==> src/rtl/pwm_pkg.sv <==
// Shared definitions for the pwm family: the dead-time FSM state encoding and the default counter width.
// Used by pwm_deadtime, with or without PWM_DEADTIME_POLARITY_EN.
package pwm_pkg;

  localparam int DT_WIDTH_DEF = 16;

  typedef enum logic [2:0] {
    OFF   = 3'd0,
    DT_HI = 3'd1,
    HI_ON = 3'd2,
    DT_LO = 3'd3,
    LO_ON = 3'd4
  } dt_state_e;

endpackage

==> src/rtl/pwm_deadtime_if.sv <==
// Signal bundle between the pwm source and the dead-time stage.
// PWM_DEADTIME_POLARITY_EN adds the hi_pol/lo_pol gate polarity inputs.
interface pwm_deadtime_if
  import pwm_pkg::*;
#(
  parameter int DT_WIDTH = DT_WIDTH_DEF
);
  logic                en;
  logic                pwm_in;
  logic [DT_WIDTH-1:0] dead_rise;
  logic [DT_WIDTH-1:0] dead_fall;
`ifdef PWM_DEADTIME_POLARITY_EN
  logic                hi_pol;
  logic                lo_pol;
`endif
  logic                hi_out;
  logic                lo_out;
  logic                dt_active;
  dt_state_e           state;

  // No valid/ready handshake here: every input is a level sampled on each clk edge,
  // and every output is a level updated on each clk edge; state is debug visibility only.
`ifdef PWM_DEADTIME_POLARITY_EN
  modport master (
    output en, pwm_in, dead_rise, dead_fall, hi_pol, lo_pol,
    input  hi_out, lo_out, dt_active, state
  );
  modport slave (
    input  en, pwm_in, dead_rise, dead_fall, hi_pol, lo_pol,
    output hi_out, lo_out, dt_active, state
  );
`else
  modport master (
    output en, pwm_in, dead_rise, dead_fall,
    input  hi_out, lo_out, dt_active, state
  );
  modport slave (
    input  en, pwm_in, dead_rise, dead_fall,
    output hi_out, lo_out, dt_active, state
  );
`endif
endinterface

==> src/rtl/pwm_dt_counter.sv <==
// Loadable down-counter timing the dead band; saturates at zero instead of wrapping.
module pwm_dt_counter #(
  parameter int DT_WIDTH = 16
) (
  input  logic                clk,
  input  logic                rst_n,
  input  logic                clear,
  input  logic                load,
  input  logic [DT_WIDTH-1:0] load_val,
  output logic                zero
);

  logic [DT_WIDTH-1:0] cnt;

  always_ff @(posedge clk or negedge rst_n) begin
    if (!rst_n) begin
      cnt <= '0;
    end else if (clear) begin
      cnt <= '0;
    end else if (load) begin
      cnt <= load_val;
    end else if (cnt != '0) begin
      cnt <= cnt - DT_WIDTH'(1);
    end
  end

  assign zero = (cnt == '0);

endmodule

==> src/rtl/pwm_deadtime.sv <==
// Complementary gate pair with a programmable dead band on every pwm_in edge.
// PWM_DEADTIME_POLARITY_EN adds per-gate polarity (XNOR after state decode).
module pwm_deadtime
  import pwm_pkg::*;
#(
  parameter int DT_WIDTH = DT_WIDTH_DEF
) (
  input logic            clk,
  input logic            rst_n,
  pwm_deadtime_if.slave  bus
);

  dt_state_e           state;
  logic                go_hi;
  logic                go_lo;
  logic                cnt_load;
  logic                cnt_zero;
  logic [DT_WIDTH-1:0] cnt_load_val;

  // An edge request is any moment the wanted gate differs from the one being driven or timed.
  always_comb begin
    go_hi = 1'b0;
    go_lo = 1'b0;
    if (bus.en) begin
      unique case (state)
        OFF:          begin go_hi = bus.pwm_in; go_lo = !bus.pwm_in; end
        LO_ON, DT_LO: go_hi = bus.pwm_in;
        HI_ON, DT_HI: go_lo = !bus.pwm_in;
        default:      ;
      endcase
    end
  end

  always_comb begin
    cnt_load     = (go_hi && bus.dead_rise != '0) || (go_lo && bus.dead_fall != '0);
    cnt_load_val = go_hi ? bus.dead_rise - DT_WIDTH'(1) : bus.dead_fall - DT_WIDTH'(1);
  end

  pwm_dt_counter #(.DT_WIDTH(DT_WIDTH)) u_cnt (
    .clk      (clk),
    .rst_n    (rst_n),
    .clear    (!bus.en),
    .load     (cnt_load),
    .load_val (cnt_load_val),
    .zero     (cnt_zero)
  );

  always_ff @(posedge clk or negedge rst_n) begin
    if (!rst_n) begin
      state <= OFF;
    end else if (!bus.en) begin
      state <= OFF;
    end else if (go_hi) begin
      state <= (bus.dead_rise == '0) ? HI_ON : DT_HI;
    end else if (go_lo) begin
      state <= (bus.dead_fall == '0) ? LO_ON : DT_LO;
    end else begin
      unique case (state)
        DT_HI:   if (cnt_zero) state <= HI_ON;
        DT_LO:   if (cnt_zero) state <= LO_ON;
        default: ;
      endcase
    end
  end

  // Outputs decode the state flop alone, so both gates can never be on together.
  logic hi_dec;
  logic lo_dec;
  assign hi_dec = (state == HI_ON);
  assign lo_dec = (state == LO_ON);

`ifdef PWM_DEADTIME_POLARITY_EN
  assign bus.hi_out = hi_dec ~^ bus.hi_pol;
  assign bus.lo_out = lo_dec ~^ bus.lo_pol;
`else
  assign bus.hi_out = hi_dec;
  assign bus.lo_out = lo_dec;
`endif
  assign bus.dt_active = (state == DT_HI) || (state == DT_LO);
  assign bus.state     = state;

endmodule

==> src/flat_wrapper.sv <==
// flat-port wrapper written by rule: the top's interface ports become plain ports
module pwm_deadtime_flat import pwm_pkg::*;
#(
  parameter int DT_WIDTH = DT_WIDTH_DEF
)
  (clk, rst_n, bus_en, bus_pwm_in, bus_dead_rise, bus_dead_fall, bus_hi_out, bus_lo_out, bus_dt_active, bus_state);
  pwm_deadtime_if #(.DT_WIDTH(DT_WIDTH)) bus_i ();
  input logic clk;
  input logic rst_n;
  input wire logic [$bits(bus_i.en)-1:0] bus_en;
  input wire logic [$bits(bus_i.pwm_in)-1:0] bus_pwm_in;
  input wire logic [$bits(bus_i.dead_rise)-1:0] bus_dead_rise;
  input wire logic [$bits(bus_i.dead_fall)-1:0] bus_dead_fall;
  output wire logic [$bits(bus_i.hi_out)-1:0] bus_hi_out;
  output wire logic [$bits(bus_i.lo_out)-1:0] bus_lo_out;
  output wire logic [$bits(bus_i.dt_active)-1:0] bus_dt_active;
  output wire logic [$bits(bus_i.state)-1:0] bus_state;
  assign bus_i.en = bus_en;
  assign bus_i.pwm_in = bus_pwm_in;
  assign bus_i.dead_rise = bus_dead_rise;
  assign bus_i.dead_fall = bus_dead_fall;
  assign bus_hi_out = bus_i.hi_out;
  assign bus_lo_out = bus_i.lo_out;
  assign bus_dt_active = bus_i.dt_active;
  assign bus_state = bus_i.state;
  pwm_deadtime #(.DT_WIDTH(DT_WIDTH)) u_core (.clk(clk), .rst_n(rst_n), .bus(bus_i));
endmodule
==> config.mk <==
export PLATFORM = sky130hd
export DESIGN_NAME = pwm_deadtime_flat
export DESIGN_NICKNAME = d
export VERILOG_FILES = /design/src/rtl/pwm_pkg.sv /design/src/rtl/pwm_deadtime_if.sv /design/src/rtl/pwm_dt_counter.sv /design/src/rtl/pwm_deadtime.sv /design/src/flat_wrapper.sv
export SDC_FILE = /design/constraint.sdc
export NUM_CORES = 1
export LEC_CHECK = 0
export BUFFER_PORTS_ARGS = -buffer_cell sky130_fd_sc_hd__buf_2
export CORE_ASPECT_RATIO = 1.75
export CORE_MARGIN = 2
export CORE_UTILIZATION = 45
export DETAILED_ROUTE_END_ITERATION = 12
export GPL_ROUTABILITY_DRIVEN = 0
export GPL_TIMING_DRIVEN = 0
export MAX_ROUTING_LAYER = met4
export PLACE_DENSITY = 0.65
export RECOVER_POWER = 50
export SYNTH_ARGS = -nofsm -noshare
export SYNTH_HDL_FRONTEND = slang
export SYNTH_HIERARCHICAL = 1
export SYNTH_SLANG_ARGS = --single-unit
==> constraint.sdc <==
create_clock -name clk -period 4.5 [get_ports clk]
set_input_delay 0.675 -clock clk [delete_from_list [all_inputs] [get_ports clk]]
set_output_delay 0.675 -clock clk [all_outputs]
set_load 0.005 [all_outputs]
==> metrics.cfg <==
[logic_synthesis]
synth_area_leaders=dfrtp_1 24%, xnor2_1 12%, nand2_1 6.3%
synth_top_area_share_pct=24.3
synth_cell_type_count=46
synth_cells=246
syn-cell-area_mm2=0.00196
dominantRegCellSynth=dfrtp_1
avgSynthCellArea_um2=7.96
synth_edf_count=0
synth_sequential_area_ratio_pct=24.3
synth-warning-count=6
syn_nets=284
ys_ff_latch=19
ys_top_cells_by_count=33 x nand2_1, 28 x nor2_1, 27 x xnor2_1, 19 x dfrtp_1, 13 x nor3_1
synthArstFlopShare_pct=100
yosysTopAreaCell=dfrtp_1
synth.most_common_cell=nand2_1

[timing]
hold_viol_final=0
setup_violations=0
rsz0062_at_grt=no
timing.setup.tns_ns=0
max_freq_mhz=273
fin_crit_sh_pct=81.4
setup_slack_ns=0.837
clock_skew_ns=0.00171
tightestPinTransition_ns=0.989
relSlewSlack_pct=34.0
whs_ns=0.559
drv_slew=0
layout_min_cycle_time_ns=3.66

[clocking]
hold_buffers=0
post_cts_buffers=0
cts_buffers=3
cts_max_level=1
cts_tree=yes
cts.sinks=19
clk_pin_slew_worst_paths_ns=0.07
post_cts_resized=0
cts-root-buf=clkbuf_8
cts_buffer_depth=2
clk_latency_ns=0.25

[drt]
drtAntennaViolNets=0
route.vias.total=1885
wl_per_cell_um=14.4
viasPerCell=5.58
first_pass_iters=4
remaining_drc_errors=0
wl_mm=4.88
drt_iter0_drc=51

[grt]
grt_pass1_wl_mm=8.26
grt_remaining_overflow=0
grt_pass1_vias=1821
antenna_found_initial=0
grt_usage_pct=23.1
grt_max_degree=20

[hold_path]
min_path_type=input pin to async pin

[die]
core_area_mm2=0.00415
rows=31
fp.dieH_um=91.3
ios=42
die-area_mm2=0.00492
initial_core_util_pct=47.2
die_x_um=53.9

[placement]
placedCellCount=334
hpwlAfterDp_mm=4.11
pre_cts_ws_ns=0.800
portBuffers=39

[power]
leakage_nw=0.943
power_density_mw_per_mm2=544
ir_drop_mv=0.240

[cells_and_area]
instances_no_fill=338
diodes=0
postLayoutCoreUtil_pct=54.4
area.growth.synth_to_final_pct=15.3
drive_above_1_share_pct=19.7
nets=328

[setup_path]
required_ns=4.66
rrSetupSlack_ns=0.84
cp-end-kind=flip-flop
start_kind=flip-flop
critPathKind=flip-flop to flip-flop
critical_path_arrival_ns=3.83
cp_max_fo=10

[outcome]
status=finished, final reports clean

[job]
maxCapViolCount=0

kinds of logic (layout without fill, tap and decap cells):
logic type      count (synthesis)  in the layout  share of synthesized area (%)
simple gates                  121            121                           34.0
buf+inv                        16             59                           4.47
fa+ha+maj                       2              2                           1.28
flops                          19             19                           24.3
mux                            12             12                           6.13
xor+xnor                       37             37                           16.5
compound gates                 39             39                           13.3
path summary, 6_finish.rpt:
path                       depth (start not counted)            startpoint              endpoint
max                                               13   u_core/bus.state[0]  u_core/u_cnt/cnt[14]
min                                                1                 rst_n   u_core/bus.state[2]
max reg2reg                                       13   u_core/bus.state[0]  u_core/u_cnt/cnt[14]
min reg2reg                                        2  u_core/u_cnt/cnt[15]  u_core/u_cnt/cnt[15]
max in group asynchronous                          1                 rst_n   u_core/u_cnt/cnt[6]
min in group clk                                   2  u_core/u_cnt/cnt[15]  u_core/u_cnt/cnt[15]
where the power goes:
part	internal [W]	switching (W)
clock network	0.0000629	0.0000525
registers	0.000248	0.000112
logic	0.000350	0.000405
total	0.000661	0.000569
critical path, cell delays in order (launching register included):
cell	delay, ns
dfrtp_1	0.38
clkbuf_1	0.19
and3b_1	0.25
o211ai_1	0.55
clkbuf_8	0.32
mux2i_1	0.28
ha_1	0.19
clkbuf_1	0.35
nand4_1	0.26
nor3_1	0.24
xnor2_1	0.10
mux2i_1	0.18
nor2_1	0.07
a211oi_1	0.20
stage by stage:
step	cell area, um2	power (W)
6_report	2260	0.00123
4_1_cts	2260	0.00124
3_3_place_gp	2220	0.00111
3_5_place_dp	2220	0.00111
5_1_grt	2260	0.00134
2_1_floorplan	1960	0.000927
cell usage in the layout (no fill, tap or decap), types with 3 or more instances in the layout:
cell,n
o211ai_1,3
nor2_1,28
or4_4,3
xor2_1,10
a31oi_1,3
mux2i_1,12
xnor2_1,27
nand4_1,4
a21oi_1,12
clkbuf_8,5
dfrtp_1,19
clkbuf_1,9
o21ai_0,7
or4_1,4
nor4_1,7
nand2_1,33
a211oi_1,4
nand3_1,8
nor3_1,13
inv_1,5
buf_2,38
nor4_4,3
registers in the layout, indices dropped and copies added, names as in the netlist:
name and cells:
u_core/u_cnt/cnt 16, u_core/bus.state 3
layer usage:
metal	share of wire (%)	track usage [%]	vias to the layer above
li1	-	-	976
met3	2.3	0.987	7
met2	57	40.8	43
met5	0	-	-
met4	1.9	8.55	0
met1	39	26.0	859
final cells by class:
cell class,instances,area [um2]
Inverter,6,22.5
Tap cell,49,61.3
Fill cell,412,1890
Buffer,10,65.1
Sequential cell,19,475
Timing Repair Buffer,39,194
Clock buffer,4,45.0
Multi-Input combinational cell,211,1400
Note: power is estimated with default switching activity, not from simulation.
